[config.mk]
export PLATFORM = sky130hd
export DESIGN_NAME = mcore8_param
export DESIGN_NICKNAME = d
export VERILOG_FILES = /design/src/rtl/mcore8_param.sv
export SDC_FILE = /design/constraint.sdc
export NUM_CORES = 1
export LEC_CHECK = 0
export BUFFER_PORTS_ARGS = -buffer_cell sky130_fd_sc_hd__buf_2
export CAP_MARGIN = 10
export CORE_ASPECT_RATIO = 0.5
export CORE_MARGIN = 2
export CORE_UTILIZATION = 56
export CTS_BUF_LIST = sky130_fd_sc_hd__clkbuf_2
export DETAILED_ROUTE_END_ITERATION = 16
export MAX_ROUTING_LAYER = met4
export PLACE_DENSITY = 0.76
export SYNTH_ARGS = -nofsm -noshare
export SYNTH_HDL_FRONTEND = slang
export SYNTH_SLANG_ARGS = --single-unit
[constraint.sdc]
create_clock -name clk -period 4 [get_ports clk]
set_input_delay 1 -clock clk [delete_from_list [all_inputs] [get_ports clk]]
set_output_delay 1 -clock clk [all_outputs]
set_load 0.01 [all_outputs]
[src/rtl/mcore8_param.sv]
// ============================================================================
// mcore8_param : parametrised multi-cycle four-register accumulator core
// Revision     : 1.0
// ============================================================================
`timescale 1ns/1ps
`default_nettype none

module mcore8_param #(
   parameter int DATA_W   = 8,
   parameter int ADDR_W   = 8,
   parameter int RESET_PC = 0,
   parameter int COUNT_W  = 16
) (
   input  logic               clk,
   input  logic               rst_n,
   input  logic               start,
   output logic               mem_req,
   output logic               mem_we,
   output logic [ADDR_W-1:0]  mem_addr,
   output logic [DATA_W-1:0]  mem_wdata,
   input  logic [DATA_W-1:0]  mem_rdata,
   input  logic               mem_ack,
   output logic               busy,
   output logic               halted,
   output logic               illegal,
   output logic [ADDR_W-1:0]  pc,
   output logic [COUNT_W-1:0] retired
);

   localparam logic [ADDR_W-1:0] PC_RST = ADDR_W'(RESET_PC);

   typedef enum logic [2:0] {
      S_IDLE   = 3'd0,
      S_FETCH  = 3'd1,
      S_DECODE = 3'd2,
      S_EXEC   = 3'd3,
      S_WB     = 3'd4,
      S_HALT   = 3'd5
   } state_t;

   state_t               state_q, state_d;
   logic [ADDR_W-1:0]    pc_q, pc_d;
   logic [7:0]           ir_q, ir_d;
   logic [DATA_W-1:0]    regs_q [4];
   logic [DATA_W-1:0]    rdv_q, rdv_d;
   logic [DATA_W-1:0]    rsv_q, rsv_d;
   logic [DATA_W-1:0]    rtv_q, rtv_d;
   logic [DATA_W-1:0]    res_q, res_d;
   logic                 illegal_q, illegal_d;
   logic [COUNT_W-1:0]   retired_q, retired_d;
   logic                 reg_we;
   logic [1:0]           reg_wsel;

   // Write-back target: LUI/LLI use rt, JALR links into rs, everything else rd
   always_comb begin
      reg_wsel = ir_q[3:2];
      if (ir_q[7])
         reg_wsel = ir_q[5:4];
      else if (ir_q[6:4] == 3'd5)
         reg_wsel = ir_q[1:0];
   end

   always_comb begin
      state_d   = state_q;
      pc_d      = pc_q;
      ir_d      = ir_q;
      rdv_d     = rdv_q;
      rsv_d     = rsv_q;
      rtv_d     = rtv_q;
      res_d     = res_q;
      illegal_d = illegal_q;
      retired_d = retired_q;
      reg_we    = 1'b0;
      mem_req   = 1'b0;
      mem_we    = 1'b0;
      mem_addr  = pc_q;
      mem_wdata = rdv_q;

      case (state_q)
         S_IDLE: begin
            if (start)
               state_d = S_FETCH;
         end
         S_FETCH: begin
            mem_req = 1'b1;
            if (mem_ack) begin
               ir_d    = mem_rdata[7:0];
               pc_d    = pc_q + ADDR_W'(1);
               state_d = S_DECODE;
            end
         end
         S_DECODE: begin
            rdv_d   = regs_q[ir_q[3:2]];
            rsv_d   = regs_q[ir_q[1:0]];
            rtv_d   = regs_q[ir_q[5:4]];
            state_d = S_EXEC;
         end
         S_EXEC: begin
            if (ir_q[7]) begin
               res_d = rtv_q;
               if (ir_q[6])
                  res_d[3:0] = ir_q[3:0];
               else
                  res_d[7:4] = ir_q[3:0];
               state_d = S_WB;
            end else begin
               case (ir_q[6:4])
                  3'd0: begin
                     res_d   = rdv_q + rsv_q;
                     state_d = S_WB;
                  end
                  3'd1: begin
                     res_d   = rdv_q - rsv_q;
                     state_d = S_WB;
                  end
                  3'd2: begin
                     mem_req  = 1'b1;
                     mem_addr = rsv_q[ADDR_W-1:0];
                     if (mem_ack) begin
                        res_d   = mem_rdata;
                        state_d = S_WB;
                     end
                  end
                  3'd3: begin
                     mem_req  = 1'b1;
                     mem_we   = 1'b1;
                     mem_addr = rsv_q[ADDR_W-1:0];
                     if (mem_ack) begin
                        retired_d = retired_q + COUNT_W'(1);
                        state_d   = S_FETCH;
                     end
                  end
                  3'd4: begin
                     if (rsv_q[DATA_W-1] || (rsv_q == '0))
                        pc_d = rdv_q[ADDR_W-1:0];
                     retired_d = retired_q + COUNT_W'(1);
                     state_d   = S_FETCH;
                  end
                  3'd5: begin
                     // pc_q already holds the return address after fetch
                     res_d   = DATA_W'(pc_q);
                     pc_d    = rdv_q[ADDR_W-1:0];
                     state_d = S_WB;
                  end
                  3'd6: begin
                     illegal_d = 1'b1;
                     state_d   = S_HALT;
                  end
                  default: begin
                     retired_d = retired_q + COUNT_W'(1);
                     state_d   = S_HALT;
                  end
               endcase
            end
         end
         S_WB: begin
            reg_we    = 1'b1;
            retired_d = retired_q + COUNT_W'(1);
            state_d   = S_FETCH;
         end
         S_HALT: begin
            if (start) begin
               illegal_d = 1'b0;
               pc_d      = PC_RST;
               state_d   = S_FETCH;
            end
         end
         default: begin
            state_d = S_IDLE;
         end
      endcase
   end

   always_ff @(posedge clk) begin
      if (!rst_n) begin
         state_q   <= S_IDLE;
         pc_q      <= PC_RST;
         ir_q      <= '0;
         rdv_q     <= '0;
         rsv_q     <= '0;
         rtv_q     <= '0;
         res_q     <= '0;
         illegal_q <= 1'b0;
         retired_q <= '0;
         for (int i = 0; i < 4; i++)
            regs_q[i] <= '0;
      end else begin
         state_q   <= state_d;
         pc_q      <= pc_d;
         ir_q      <= ir_d;
         rdv_q     <= rdv_d;
         rsv_q     <= rsv_d;
         rtv_q     <= rtv_d;
         res_q     <= res_d;
         illegal_q <= illegal_d;
         retired_q <= retired_d;
         if (reg_we)
            regs_q[reg_wsel] <= res_q;
      end
   end

   assign busy    = (state_q == S_FETCH) || (state_q == S_DECODE) ||
                    (state_q == S_EXEC)  || (state_q == S_WB);
   assign halted  = (state_q == S_HALT);
   assign illegal = illegal_q;
   assign pc      = pc_q;
   assign retired = retired_q;

endmodule

`default_nettype wire

==> results of run 1 <==
-- report_power, final --
group          switching [mW]  internal, mW  total (mW)
clock                   0.348         0.202       0.550
combinational           0.308         0.252       0.560
sequential             0.0765          1.09        1.17
total                   0.733          1.55        2.28
-- registers in the layout, indices dropped and copies added, names as in the netlist --
register	flops
regs_q	32
retired	16
ir_q	8
mem_wdata	8
pc	8
res_q	8
rsv_q	8
rtv_q	8
state_q	3
illegal	1
-- through the flow --
stage          worst slack (ns)  hold slack (ns)
2_1_floorplan              1.57            0.439
3_3_place_gp               1.02            0.450
3_5_place_dp              0.963            0.461
4_1_cts                   0.240            0.486
5_1_grt                  0.0373            0.515
6_report                  0.237            0.484
-- cell families after synthesis --
logic type                 after synthesis  synth area share [%]
and+or+nand+nor                        247                  22.5
AOI/OAI and AO/OA                      125                  14.7
DFF                                    100                  39.5
buffers and inverters                   54                  3.98
muxes                                   44                  12.7
xor gates and xnor gates                28                  4.17
adders and majority gates               11                  2.47
-- path summary, 6_finish.rpt --
path / slack, ns / from / cells after the start / endpoint
worst min-delay path: 0.48 / rtv_q[4] / 2 / rtv_q[4]
worst max register to register: 1.02 / ir_q[5] / 5 / regs_q[1][0]
worst min register to register: 0.48 / rtv_q[4] / 2 / rtv_q[4]
worst max-delay path: 0.24 / state_q[1] / 5 / mem_addr[4]
-- worst min-delay path: stages (launching register included) --
cell and delay [ns]:
dfxtp_1 0.37, nand2_1 0.05, a21boi_0 0.06
-- synthesized netlist by cell type (6+ instances only) --
| library cell | number | area (um^2) |
|---|---|---|
| ha_1 | 10 | 125 |
| nand2b_1 | 8 | 50.1 |
| dfxtp_1 | 68 | 1360 |
| a221o_1 | 9 | 90.1 |
| buf_2 | 16 | 80.1 |
| a21oi_1 | 20 | 100 |
| xnor2_1 | 16 | 140 |
| inv_1 | 12 | 45.0 |
| nand2_1 | 92 | 345 |
| nor3_1 | 8 | 40.0 |
| o22ai_1 | 10 | 62.6 |
| or3_1 | 6 | 37.5 |
| mux4_2 | 24 | 541 |
| nand3_1 | 8 | 40.0 |
| mux2_2 | 7 | 78.8 |
| a21boi_0 | 28 | 210 |
| nor2_1 | 22 | 82.6 |
| edfxtp_1 | 32 | 961 |
| o21ai_0 | 24 | 120 |
| clkbuf_1 | 22 | 82.6 |
| and2_1 | 39 | 244 |
| and3_1 | 17 | 106 |
| mux2i_1 | 13 | 130 |
| xor2_1 | 12 | 105 |
| nor2b_1 | 17 | 106 |
-- per-layer routing --
| layer | vias to the layer above | global-route usage [%] | wire, um |
|---|---|---|---|
| met4 | 0 | 5.14 | 158 |
| met2 | 240 | 39.0 | 6300 |
| met5 | - | - | 0 |
| li1 | 2255 | - | - |
| met1 | 2309 | 39.2 | 6590 |
| met3 | 23 | 6.11 | 1380 |
-- layout by cell type, fill, tap and decap left out, types with 4 or more instances in the layout --
master | netlist | layout
or3_1 | 6 | 6
o22ai_1 | 10 | 10
a21oi_1 | 20 | 20
nand3_1 | 8 | 8
nor3_1 | 8 | 8
nand2_1 | 92 | 92
xor2_1 | 12 | 12
dfxtp_1 | 68 | 68
ha_1 | 10 | 10
mux4_2 | 24 | 24
nor2_1 | 22 | 22
o211ai_1 | 4 | 4
a221o_1 | 9 | 9
nand4_1 | 4 | 4
inv_1 | 12 | 12
o21ai_0 | 24 | 24
buf_4 | 1 | 11
and3_1 | 17 | 17
mux2i_1 | 13 | 13
nor2b_1 | 17 | 17
mux2_2 | 7 | 7
a21boi_0 | 28 | 28
xnor2_1 | 16 | 16
buf_2 | 16 | 56
and2_1 | 39 | 39
nand2b_1 | 8 | 8
edfxtp_1 | 32 | 32
clkbuf_2 | 0 | 9
-- cell type report --
cell class / instances / area (um^2) / area share [%]
Multi-Input combinational cell: 455 / 3320 / 52.2
Sequential cell: 100 / 2320 / 36.4
Timing Repair Buffer: 67 / 363 / 5.69
Tap cell: 140 / 175 / 2.75
Clock inverter: 7 / 91.3 / 1.43
Inverter: 14 / 52.6 / 0.825
Clock buffer: 9 / 45.0 / 0.707
==> flow_summary.toml, run 1 <==
[cells_and_area]
n_antenna_cell = 0
area_growth_pct = 8.38
drive_gt1_share_pct = 19.6
utilization_pct = 62.4
finalNetCount = 670
fill_cells = 866
final_cells = 792
stdcell_area_um2 = 6370

[die]
die-area_um2 = 11400
start_util_pct = 57.6
rows = 26
fp.dieH_um = 76.5
dieWidth_um = 149
core_um2 = 10200
ios = 57

[timing]
final_hold_viol_count = 0
tightest_slew_ns = 1.06
setup_viol = 0
fin_tns_setup_ns = 0
fin_crit_ns = 3.76
worst_clock_skew_ns = 0.0343
max-slew-margin-rel_pct = 28.4
rsz0062_at_grt = "false"
fmax_mhz = 266
finalCritPeriodShare_pct = 94.1
slew_violations = 0

[clocking]
post_cts_resize_count = 0
clock_latency_ns = 0.60
clkSinkCount = 100
cts-root-buf = "clkbuf_2"
cts_tree = "built"
hold_buffers = 0
cts-root-to-sink-buffers = 2
cts_setup_buffers = 0
ctsHtreeMaxLevel = 3
cts.clk_slew.worst_paths_ns = 0.28
numCtsBuffers = 9

[setup_path]
cp_max_fo = 14
critPathLaunchType = "flop"
timing.critical_path.buf_inv = 2
crit_path_cell_trace = "and3b_1 -> nand3_1 -> buf_4 -> mux2_2 -> buf_2"
path_delay_family = "simple AND/OR/NAND/NOR gates"
crit_required_ns = 3.00
end_kind = "primary output"
crit_arrival_ns = 2.76
slowest_stage = "dfxtp_1"
path_class = "reg -> out"
critPathMaxStageDelay_ns = 0.68

[routing]
vias = 4827
ant_nets = 0
drtIter0Drc = 530
drcViolationCount = 0
finalWirelength_mm = 14.4
vias_per_cell = 6.09
wl_per_cell_um = 18.2
drt_pass1_iterations = 6

[logic_synthesis]
async_reset_ff_share_pct = 0
synth-seq-area-share_pct = 39.5
ys_ff_latch = 100
ys_types = 67
yosys_warnings = 0
synth_edf_count = 32
ys.flop_type = "dfxtp_1"
syn_area_per_cell_um2 = 9.65
synthesis.area_um2 = 5880
syn_nets = 632
synthCells = 609

[placed_design]
portBuffers = 56
dp.final_hpwl_mm = 10.6
dp_cells = 776
routabilityCongestion = 0.909
placed_area_um2 = 6240

[power]
irDropWorstVdd_v = 0.000178
p_per_area_nw_per_um2 = 358
power_leakage_nw = 2.43
total_power_mw = 2.28

[global_route]
gr-total-overflow = 0
grt_max_degree = 87
grt_pass1_wl_mm = 23.2
antenna_found_initial = 0
grt_pass1_vias = 4347
gr-usage-all-layers_pct = 27.0

[status]
status = "finished clean"

[run]
maxCapViolCount = 0

[min_path]
hold_path.class = "reg -> reg"
No activity file was read; power rests on OpenSTA's default activity.
==> run 2: changes to the inputs <==
--- a/config.mk
+++ b/config.mk
@@ -5,6 +5,7 @@
 export SDC_FILE = /design/constraint.sdc
 export NUM_CORES = 1
 export LEC_CHECK = 0
+export ABC_AREA = 1
 export BUFFER_PORTS_ARGS = -buffer_cell sky130_fd_sc_hd__buf_2
 export CAP_MARGIN = 10
 export CORE_ASPECT_RATIO = 0.5
==> flow_summary.toml, run 2 <==
[logic_synthesis]
syn_nets = 845
synth_edf_count = 32
yosysTopAreaCellShare_pct = 23.3
ys_top_cells_by_area = "dfxtp_1, edfxtp_1, o21ai_0"
synth-seq-area-share_pct = 39.7
ys.flop_type = "dfxtp_1"
yosys_warnings = 0
async_reset_ff_share_pct = 0
synthCells = 822
ys_types = 46
synth_top_area_cell = "dfxtp_1"
synthTopCellsByCount = "nand2_1, inv_1, o21ai_0"
yosysMostFrequentCell = "nand2_1"
ys_ff_latch = 100
syn_area_per_cell_um2 = 7.12
synthesis.area_um2 = 5850

[routing]
finalWirelength_mm = 18.0
wl_per_cell_um = 17.8
drtIter0Drc = 673
drt_pass1_iterations = 5
ant_nets = 0
vias_per_cell = 5.80
vias = 5865
drcViolationCount = 0

[setup_path]
crit_required_ns = 3.00
end_kind = "primary output"
critPathLaunchType = "flop"
cp_max_fo = 17
path_class = "reg -> out"
crit_arrival_ns = 2.32

[timing]
slew_violations = 0
max-slew-margin-rel_pct = 51.7
final_hold_viol_count = 0
setup_viol = 0
finalCritPeriodShare_pct = 82.9
tightest_slew_ns = 0.717
holdWs_ns = 0.506
fin_tns_setup_ns = 0
rsz0062_at_grt = "false"
finalWorstSetupSlack_ns = 0.683
fmax_mhz = 301
fin_crit_ns = 3.32
worst_clock_skew_ns = 0.0202

[clocking]
clock_latency_ns = 0.63
numCtsBuffers = 9
cts_tree = "built"
ctsHtreeMaxLevel = 3
post_cts_resize_count = 0
cts-root-to-sink-buffers = 2
clkSinkCount = 100
cts-root-buf = "clkbuf_2"
cts.clk_slew.worst_paths_ns = 0.31
cts_setup_buffers = 0
hold_buffers = 0

[cells_and_area]
largest_register_ffs = 32
finalNetCount = 888
utilization_pct = 62.5
drive_gt1_share_pct = 12.1
final_cells = 1011
fill_cells = 963
multi_input_area_um2 = 2940
final_cell_mix = "nand2_1, inv_1, o21ai_0, a21oi_1, nor2_1"
register_area_um2 = 2320
stdcell_area_um2 = 6370
top_register = "regs_q"
final_common_cell = "nand2_1"
area_growth_pct = 8.78

[die]
ios = 57
core_um2 = 10200
start_util_pct = 57.5
rows = 26
dieWidth_um = 149
die-area_um2 = 11300
fp.dieH_um = 76.3

[placed_design]
portBuffers = 56
routabilityCongestion = 1.04
dp.final_hpwl_mm = 13.6
placed_area_um2 = 6220
place_ws_ns = 1.20
dp_cells = 994

[global_route]
grt_pass1_wl_mm = 28.5
grt_pass1_vias = 5190
grt_use_met2_pct = 49.0
gr-usage-all-layers_pct = 33.8
grt_use_met3_pct = 6.59
gr-total-overflow = 0
antenna_found_initial = 0
grt_max_degree = 56
busiest_layer = "met2"
use_met1_pct = 48.1

[power]
total_power_mw = 4.40
p_per_area_nw_per_um2 = 691
irDropWorstVdd_v = 0.000285
power_leakage_nw = 2.70

[run]
maxCapViolCount = 0

[min_path]
hold_path.class = "reg -> reg"

[status]
status = "finished clean"
## run 2: cell count changes after synthesis, moves of 39 or more
cell / change
inv_1: +98
o21ai_0: +77
a21oi_1: +66
nor2_1: +58
nand2_1: +41
and2_1: -39
## run 2: area by class of cell
type | instances | share of cell area (%)
multi-input combinational | 569 | 46.1
clock buffer | 9 | 0.707
inverter | 123 | 7.25
antenna | 1 | 0.0393
timing repair buffer | 62 | 5.11
clock inverter | 7 | 1.53
sequential | 100 | 36.5
tap | 140 | 2.75
## run 2: critical path, stage by stage, from the launching register on
cell and delay [ns]:
dfxtp_1 0.51, inv_1 0.44, nand4_4 0.33, o21ai_0 0.25, buf_2 0.16
## run 2: worst paths after layout
check | cells after the start | slack [ns] | from | endpoint
min reg2reg | 2 | 0.51 | retired[8] | retired[8]
max reg2reg | 15 | 1.11 | ir_q[6] | res_q[5]
min | 2 | 0.51 | retired[8] | retired[8]
max | 4 | 0.68 | ir_q[7] | mem_addr[5]
## run 2: cells by family after synthesis
group	Yosys count	synth area share, %
and+or+nand+nor	300	22.3
adders and majority gates	11	2.48
DFF	100	39.7
AOI/OAI and AO/OA	244	23.3
xor gates and xnor gates	14	2.09
buffers and inverters	153	10.2
## run 2: power breakdown
group / internal, mW / switching [mW] / leakage (nW) / total (mW)
logic: 0.808 / 1.48 / 1.73 / 2.29
registers: 1.23 / 0.301 / 0.885 / 1.54
clock network: 0.170 / 0.405 / 0.0856 / 0.575
## run 2: layer usage
metal | part of all wire, % | up-vias
li1 | - | 2865
met1 | 46 | 2699
met2 | 43 | 268
met3 | 8.8 | 33
met4 | 2.2 | 0
met5 | 0 | -
